<file path="config.mk">
export PLATFORM = sky130hd
export DESIGN_NAME = src_arbiter
export DESIGN_NICKNAME = d
export VERILOG_FILES = /design/src/rtl/src_arb_pkg.sv /design/src/rtl/src_arbiter_rr_picker.sv /design/src/rtl/src_arbiter.sv
export SDC_FILE = /design/constraint.sdc
export NUM_CORES = 1
export LEC_CHECK = 0
export CORE_UTILIZATION = 45
export DETAILED_ROUTE_END_ITERATION = 12
export DONT_BUFFER_PORTS = 1
export PLACE_DENSITY = 0.57
export SYNTH_ARGS = -nofsm -noshare
export SYNTH_HDL_FRONTEND = slang
export SYNTH_SLANG_ARGS = --single-unit
</file>
<file path="constraint.sdc">
create_clock -name clk -period 2.7 [get_ports clk]
set_input_delay 0.54 -clock clk [delete_from_list [all_inputs] [get_ports clk]]
set_output_delay 0.54 -clock clk [all_outputs]
set_load 0.01 [all_outputs]
</file>
<file path="src/rtl/src_arb_pkg.sv">
// Shared types and defaults for the source arbiter slice.
package src_arb_pkg;

  localparam int NUM_SRC = 4;
  localparam int DATA_W  = 8;
  localparam int BURST_W = 4;

  typedef enum logic {
    ARB   = 1'b0,
    BURST = 1'b1
  } state_t;

  // A burst limit of zero still allows one beat per grant.
  function automatic int unsigned burst_limit(input int unsigned burst_max);
    return (burst_max == 0) ? 1 : burst_max;
  endfunction

endpackage

</file>
<file path="src/rtl/src_arbiter_rr_picker.sv">
// Combinational rotate-priority encoder: first set bit of elig at or above start_ptr, wrapping.
module rr_picker #(
  parameter int NUM_SRC = src_arb_pkg::NUM_SRC,
  parameter int SRC_W   = $clog2(NUM_SRC)
) (
  input  logic [NUM_SRC-1:0] elig,
  input  logic [SRC_W-1:0]   start_ptr,
  output logic               found,
  output logic [SRC_W-1:0]   idx
);

  import src_arb_pkg::*;

  always_comb begin
    found = 1'b0;
    idx   = '0;
    for (int unsigned k = 0; k < NUM_SRC; k++) begin
      if (!found && elig[(32'(start_ptr) + k) % NUM_SRC]) begin
        found = 1'b1;
        idx   = SRC_W'((32'(start_ptr) + k) % NUM_SRC);
      end
    end
  end

endmodule

</file>
<file path="src/rtl/src_arbiter.sv">
// Round-robin arbiter with per-grant burst hold, registering the winning beat onto one channel.
module src_arbiter #(
  parameter int NUM_SRC = src_arb_pkg::NUM_SRC,
  parameter int DATA_W  = src_arb_pkg::DATA_W,
  parameter int SRC_W   = $clog2(NUM_SRC),
  parameter int BURST_W = src_arb_pkg::BURST_W
) (
  input  logic                      clk,
  input  logic                      reset,
  input  logic [NUM_SRC-1:0]        req_valid,
  input  logic [NUM_SRC*DATA_W-1:0] req_data,
  output logic [NUM_SRC-1:0]        req_ready,
  input  logic [NUM_SRC-1:0]        src_en,
  input  logic [BURST_W-1:0]        burst_max,
  input  logic                      hold,
  output logic                      in_valid,
  output logic [DATA_W-1:0]         in_data,
  output logic [SRC_W-1:0]          in_src,
  output logic                      busy
);

  import src_arb_pkg::*;

  state_t             r_state, w_state_n;
  logic [SRC_W-1:0]   r_rr_ptr, w_rr_ptr_n;
  logic [SRC_W-1:0]   r_owner, w_owner_n;
  logic [BURST_W-1:0] r_beat_cnt, w_beat_cnt_n;
  logic [BURST_W-1:0] r_lim, w_lim_n;

  logic               r_in_valid;
  logic [DATA_W-1:0]  r_in_data;
  logic [SRC_W-1:0]   r_in_src;

  logic [NUM_SRC-1:0] w_elig;
  logic [SRC_W-1:0]   w_owner_inc;
  logic [SRC_W-1:0]   w_start_ptr;
  logic               w_found;
  logic [SRC_W-1:0]   w_pick_idx;
  logic               w_xfer;
  logic [SRC_W-1:0]   w_gnt_idx;
  logic [DATA_W-1:0]  w_gnt_data;
  logic [BURST_W-1:0] w_beat_inc;
  logic [BURST_W-1:0] w_new_lim;

  function automatic logic [SRC_W-1:0] inc_idx(input logic [SRC_W-1:0] i);
    return (int'(i) == NUM_SRC - 1) ? '0 : i + SRC_W'(1);
  endfunction

  assign w_elig      = req_valid & src_en;
  assign w_owner_inc = inc_idx(r_owner);
  // In BURST the picker is only consulted when the owner has dropped, so scan past it.
  assign w_start_ptr = (r_state == BURST) ? w_owner_inc : r_rr_ptr;
  assign w_beat_inc  = r_beat_cnt + BURST_W'(1);
  assign w_new_lim   = BURST_W'(burst_limit(32'(burst_max)));

  rr_picker #(
    .NUM_SRC (NUM_SRC),
    .SRC_W   (SRC_W)
  ) u_picker (
    .elig      (w_elig),
    .start_ptr (w_start_ptr),
    .found     (w_found),
    .idx       (w_pick_idx)
  );

  always_comb begin
    w_state_n    = r_state;
    w_rr_ptr_n   = r_rr_ptr;
    w_owner_n    = r_owner;
    w_beat_cnt_n = r_beat_cnt;
    w_lim_n      = r_lim;
    w_xfer       = 1'b0;
    w_gnt_idx    = r_owner;
    if (!hold) begin
      if (r_state == BURST && w_elig[r_owner]) begin
        w_xfer       = 1'b1;
        w_gnt_idx    = r_owner;
        w_beat_cnt_n = w_beat_inc;
        if (w_beat_inc == r_lim) begin
          w_state_n  = ARB;
          w_rr_ptr_n = w_owner_inc;
        end
      end else begin
        // Owner dropped mid-burst: fall back to arbitration starting after the owner.
        if (r_state == BURST) begin
          w_state_n  = ARB;
          w_rr_ptr_n = w_owner_inc;
        end
        if (w_found) begin
          w_xfer       = 1'b1;
          w_gnt_idx    = w_pick_idx;
          w_owner_n    = w_pick_idx;
          w_beat_cnt_n = BURST_W'(1);
          w_lim_n      = w_new_lim;
          if (w_new_lim == BURST_W'(1)) begin
            w_state_n  = ARB;
            w_rr_ptr_n = inc_idx(w_pick_idx);
          end else begin
            w_state_n  = BURST;
          end
        end
      end
    end
  end

  always_comb begin
    req_ready  = '0;
    w_gnt_data = '0;
    for (int unsigned i = 0; i < NUM_SRC; i++) begin
      if (w_gnt_idx == SRC_W'(i)) begin
        req_ready[i] = reset & w_xfer;
        w_gnt_data   = req_data[i*DATA_W +: DATA_W];
      end
    end
  end

  always_ff @(posedge clk or negedge reset) begin
    if (!reset) begin
      r_state    <= ARB;
      r_rr_ptr   <= '0;
      r_owner    <= '0;
      r_beat_cnt <= '0;
      r_lim      <= BURST_W'(1);
    end else begin
      r_state    <= w_state_n;
      r_rr_ptr   <= w_rr_ptr_n;
      r_owner    <= w_owner_n;
      r_beat_cnt <= w_beat_cnt_n;
      r_lim      <= w_lim_n;
    end
  end

  always_ff @(posedge clk or negedge reset) begin
    if (!reset) begin
      r_in_valid <= 1'b0;
      r_in_data  <= '0;
      r_in_src   <= '0;
    end else if (w_xfer) begin
      r_in_valid <= 1'b1;
      r_in_data  <= w_gnt_data;
      r_in_src   <= w_gnt_idx;
    end else begin
      r_in_valid <= 1'b0;
    end
  end

  assign in_valid = r_in_valid;
  assign in_data  = r_in_data;
  assign in_src   = r_in_src;
  assign busy     = (r_state == BURST);

endmodule

</file>
==> flow_metrics.tcl <==
set metrics [dict create \
    status "finished with violations" \
    violations "negative setup slack" \
    ys_ff_latch 24 \
    avgSynthCellArea_um2 10.0 \
    tightest_slew_ns 0.744 \
    synth-xor-area-share_pct 3.82 \
    die_y_um 64.1 \
    period_needed_ns 2.75 \
    route.detailed.drc 0 \
    syn-instance-count 173 \
    grt_pass1_vias 1583 \
    netlist_area_um2 1740 \
    cts_tree "yes" \
    vias_per_cell 6.24 \
    cp_data_arrival_time_ns 2.21 \
    synth_compound_area_share_pct 22.8 \
    start_kind "register" \
    grt.total_usage_pct 23.6 \
    std_cell_rows 22 \
    grt_pass1_wl_um 7430 \
    coreArea_um2 3690 \
    cts_made_buffers 3 \
    synth_edf_count 0 \
    cts_root_buf "clkbuf_8" \
    synth_top_area_share_pct 33.1 \
    gp_congestion 0.894 \
    p_leak_nw 0.850 \
    yosysMostFrequentCell "dfrtp_1" \
    power_density_nw_per_um2 1140 \
    antenna_cells 0 \
    die-area_um2 4110 \
    drt_iter0_drc 84 \
    muxShareOfSynthArea_pct 16.9 \
    crit_required_ns 2.16 \
    synthTopCellsByArea "dfrtp_1 (33%), mux2i_1 (9.8%), mux2_2 (6.5%)" \
    drive_gt1_share_pct 30.2 \
    insertion_delay_ns 0.27 \
    area_growth_pct 18.2 \
    syn-num-nets 222 \
    synth_top_family_by_area "compound AO/OA/AOI/OAI gates" \
    synthDistinctLibCells 50 \
    final_util_pct 55.7 \
    nets 239 \
    ant_nets 0 \
    multiInputGateArea_um2 1140 \
    yosysWarnings 0 \
    worstSetupPathType "reg -> out" \
    grt_start_max_net_pins 24 \
    synth_flop_cell "dfrtp_1" \
    n_fill_cell 337 \
    cp_top_family "compound AO/OA/AOI/OAI gates" \
    ys_seq_area_share_pct 34.7 \
    drt_first_pass_iters 4 \
    synth_common_cells "dfrtp_1 (23), mux2i_1 (17), nand2_1 (16)" \
    vias 1478 \
    grt-ovfl-total 0 \
    clock_skew_ns 0.0116 \
    crit_top_cell "buf_4" \
    crit_chain "ha_4 > nor4b_4 > o31ai_2 > a2bb2oi_2 > o32ai_4 > buf_4 > a211oi_2 > buf_4" \
    clk_pin_slew_ns 0.09 \
    crit_path_max_fanout 5 \
    slew_headroom_pct 50.2 \
    synth_top_area_cell "dfrtp_1" \
    worst-path-buf-inv 2 \
    crit_slowest_cell "dfrtp_1" \
    hold_viol 0 \
    regArea_um2 602 \
    initial_core_util_pct 47.1 \
    drv_slew 0 \
    antenna_found_initial 0 \
    finalCritPeriodShare_pct 102 \
    async_reset_ff_share_pct 100 \
    maxCapViolCount 0 \
    hp-class "in -> async" \
    wl_um 4670 \
    htreeDepth 1 \
    detail_route.wl_per_cell_um 19.7 \
    hpwlAfterDp_um 3280 \
    max_clock_freq_mhz 363 \
    cts.path.max_buffers 2 \
    synth_simple_gate_area_share_pct 16.1 \
    rsz0062_at_grt "yes" \
    vdd_ir_drop_max_mv 0.700 \
    fp.dieW_um 64.1 \
    finalPower_mw 2.35 \
    synth_fa_ha_area_share_pct 1.44 \
    endpoint_kind "output port" \
    clock-sinks 24 \
    crit_path_max_incr_delay_ns 0.43 \
    port_buffers 0 \
    ioPinCount 63 \
    setup_tns_ns -0.107 \
    finalSetupViolCount 3 \
    fin_ws_ns -0.0523 \
]
[routing by layer]
metal / GRT usage (%) / share of wire (%)
met5: 0 / 0
met4: 6.39 / 0.49
met3: 6.96 / 6.4
met2: 42.7 / 51
met1: 26.7 / 42
[cells in the final DEF, fill, tap and decap left out, types with 5 or more instances in the layout]
cell	synthesis	layout
buf_4	1	19
a221oi_2	5	5
nor2_1	14	13
nand3_1	8	6
o22ai_1	7	7
mux2_2	10	10
mux2i_1	17	16
nand2_1	16	16
dfrtp_1	23	23
[where the power goes]
group / internal [mW] / total (mW) / leakage [nW] / switching [mW]
combinational: 0.674 / 1.33 / 0.535 / 0.656
sequential: 0.517 / 0.701 / 0.279 / 0.184
clock: 0.198 / 0.317 / 0.0357 / 0.118
total: 1.39 / 2.35 / 0.850 / 0.958
[cell type report]
| cell class | count | area share, % |
|---|---|---|
| inverter | 2 | 0.366 |
| multi-input combinational | 138 | 55.5 |
| tap | 48 | 2.93 |
| clock buffer | 3 | 2.01 |
| timing repair buffer | 21 | 8.47 |
| sequential | 24 | 29.3 |
| clock inverter | 1 | 1.46 |
[path summary, 6_finish.rpt]
path | start | endpoint | slack, ns | depth (start not counted)
setup reg to reg | r_owner[0] | in_data[4] | 0.30 | 8
setup / recovery | r_owner[0] | req_ready[1] | -0.05 | 8
hold reg to reg | r_lim[0] | r_lim[0] | 0.53 | 2
hold / removal | reset | in_data[4] | 0.07 | 1
max in group asynchronous | reset | r_lim[1] | 2.47 | 1
min in group clk | hold | r_beat_cnt[3] | 0.37 | 1
[flip-flops by register name, indices dropped and copies added (netlist names)]
register / cells
r_beat_cnt: 4
r_lim: 4
r_owner: 2
r_rr_ptr: 2
in_valid: 1
busy: 1
in_src: 2
in_data: 8
[repair_timing]
action / in CTS / in global routing
hold buffers: 1 / 0
pin swaps: 3 / 4
buffers inserted: 2 / 6
hold endpoints to repair: 23 / 0
setup endpoints to repair: 4 / 4
gates resized for setup: 11 / 8
[per-stage QoR]
step                setup WS, ns  hold slack [ns]  instances  cell area, um2
floorplan                 0.0620            0.244        173            1740
global placement           0.142            0.245        224            1820
detailed placement        0.0483            0.245        224            1820
CTS                      -0.0299           0.0738        231            1980
global route              -0.133           0.0619        237            2050
finish                   -0.0523           0.0690        237            2050
[cells by family (layout without fill, tap and decap cells)]
| logic type | after synthesis | after routing |
|---|---|---|
| xor+xnor | 6 | 6 |
| simple gates | 55 | 55 |
| buf+inv | 11 | 27 |
| flops | 24 | 24 |
| compound gates | 47 | 47 |
| mux | 28 | 28 |
| fa+ha+maj | 2 | 2 |
Power figures use the tool's default switching activity.
==> patch, RTL diff (same settings) <==
`NUM_SRC`: 4 -> 8.
--- a/src/rtl/src_arb_pkg.sv
+++ b/src/rtl/src_arb_pkg.sv
@@ -3,3 +3,3 @@
 
-  localparam int NUM_SRC = 4;
+  localparam int NUM_SRC = 8;
   localparam int DATA_W  = 8;
Ports: changed (5 resized); port bits go from 63 to 108. No check against the original RTL was run, so the function may have changed too.
==> patch against the original RTL <==
- the flow still finishes with violations (negative setup slack)
- synthesized cell count is 100% higher
- critical path depth grew 7
- area after synthesis up 71%
- wire length grew 120%
- cell area rose by 120%
- sequential cell count increased by 3
- setup slack worse by 1.6 ns
- largest cell class unchanged
- highest routed layer unchanged
Power is left out: the tool's default activity adds up to more than one toggle a clock period on the data nets, which glitch-free logic cannot reach.
==> patch: results (changes against the original RTL) <==
{| class="wikitable"
! Metric !! Value
|-
| Sequential-to-total area share from yosys stat || 0.228 (-0.119)
|-
| Nets@finish || 546 (+130%)
|-
| Critical Path Fanout Max || 6 (+1)
|-
| Synth cell count leaders || nand2_1, dfrtp_1, o211ai_1, inv_1
|-
| Worst Path Arrival || 3.80 ns (+1.59 ns)
|-
| Post-placement worst setup slack || -1.31 ns (-1.36 ns)
|-
| Setup skew after layout || 0.00924 ns (-0.00232 ns)
|-
| Routed met1 length || 4.45 mm (+130%)
|-
| Total iterations of the first detailed-routing run || 4 (unchanged)
|-
| Total length of routed met2 wires || 5.18 mm (+120%)
|-
| Global-route usage over all layers || 0.272 (+0.0361)
|-
| Met2 routing resource usage after global routing || 0.475 (+0.0478)
|-
| Worst-margin pin slew || 0.710 ns (-0.0350 ns)
|-
| # placed instances || 498 (+120%)
|-
| Routability-driven placement congestion ratio || 0.903 (+1.1%)
|-
| Number of setup buffers added after CTS || 12 (+10)
|-
| Via/cell ratio || 6.15 (-1.4%)
|-
| Met3 wire length || 468 microns (+57%)
|-
| Gate count of the mapped netlist || 347 (+100%)
|-
| CTS clock-pin slew for the worst setup and hold paths || about 0.1 ns
|-
| Routed wire per std cell || 19.3 microns (-2.2%)
|-
| Total of endpoints with negative setup slack in the final report || 35 (+32)
|-
| Clock latency at the later pin of the worst-skew pair || 0.28 ns
|-
| Register-to-register path setup slack || -1.48 ns (-1.78 ns)
|-
| Layout cells sized above 1 || 0.507 (+0.205)
|-
| Pin count of the biggest net entering global routing || 27 (+13%)
|-
| Setup tns final || -39.15 ns (-39.05 ns)
|-
| Hold Worst Slack || 0.0706 ns (+0.00164 ns)
|-
| Met1 Resource Use GR || 0.361 (+0.0939)
|-
| Via count of the first global-routing pass || 3059 (+93%)
|-
| Status || complete, but fails checks
|-
| Placed Instance Area || 3840 sq um (+110%)
|-
| Worst path setup slack after routing || -1.64 ns (-1.58 ns)
|-
| Global-route wire length before repair || 15.3 mm (+110%)
|-
| Final HPWL from detailed placement || 7.32 mm (+120%)
|-
| First element of the critical path || r_owner[0]$_DFF_PN0_
|-
| Length in cells of the worst reg-to-reg path || 19 (+11)
|-
| Iteration-0 DRC Markers || 179 (+110%)
|-
| Termination of the worst setup path || req_ready[0]
|-
| FF-to-FF End || r_rr_ptr[0]$_DFFE_PN0P_
|-
| Number of resized instances in the post-cts repair step || 31 (+20)
|-
| Number of standard cells in the layout, taps in and fillers out || 529 (+120%)
|-
| Global routing met3 resource utilization || 0.0348 (-0.0349)
|-
| Top post-synthesis cells by area || dfrtp_1, o211ai_1, nand2_1
|-
| Htree depth || 1 (unchanged)
|-
| Number of distinct library cells after synthesis || 62 (+24%)
|-
| Post-synthesis net count || 440 (+98%)
|-
| # port buffers || 0 (unchanged)
|-
| Violations in the final reports || negative setup slack
|}
## patch: worst max-delay path, stage by stage (launching register included)
cell and delay (ns):
dfrtp_2 0.44, ha_4 0.17, ha_4 0.16, nor3b_4 0.26, nor2_4 0.09, inv_4 0.08
ha_4 0.21, mux4_2 0.37, buf_6 0.16, mux2i_4 0.21, nand4_4 0.19, o311ai_4 0.45
buf_4 0.19, buf_6 0.10, o2111ai_4 0.22, nor3_4 0.22
## patch: area by class of cell
class                   instances  area [sq um]
multi-input cells             276          2570
fillers                       473          1790
repair buffers                120          1050
flip-flops and latches         27           679
inverters                      25           106
well taps                      77          96.3
clock buffers                   3          41.3
clock inverters                 1          5.00
## patch: kinds of logic after synthesis
family,Yosys count,share of synthesized area
adders and majority gates,6,0.0252
buffers and inverters,44,0.0677
xor gates and xnor gates,8,0.0235
DFF,27,0.228
AOI/OAI and AO/OA,114,0.297
muxes,33,0.159
and+or+nand+nor,115,0.200
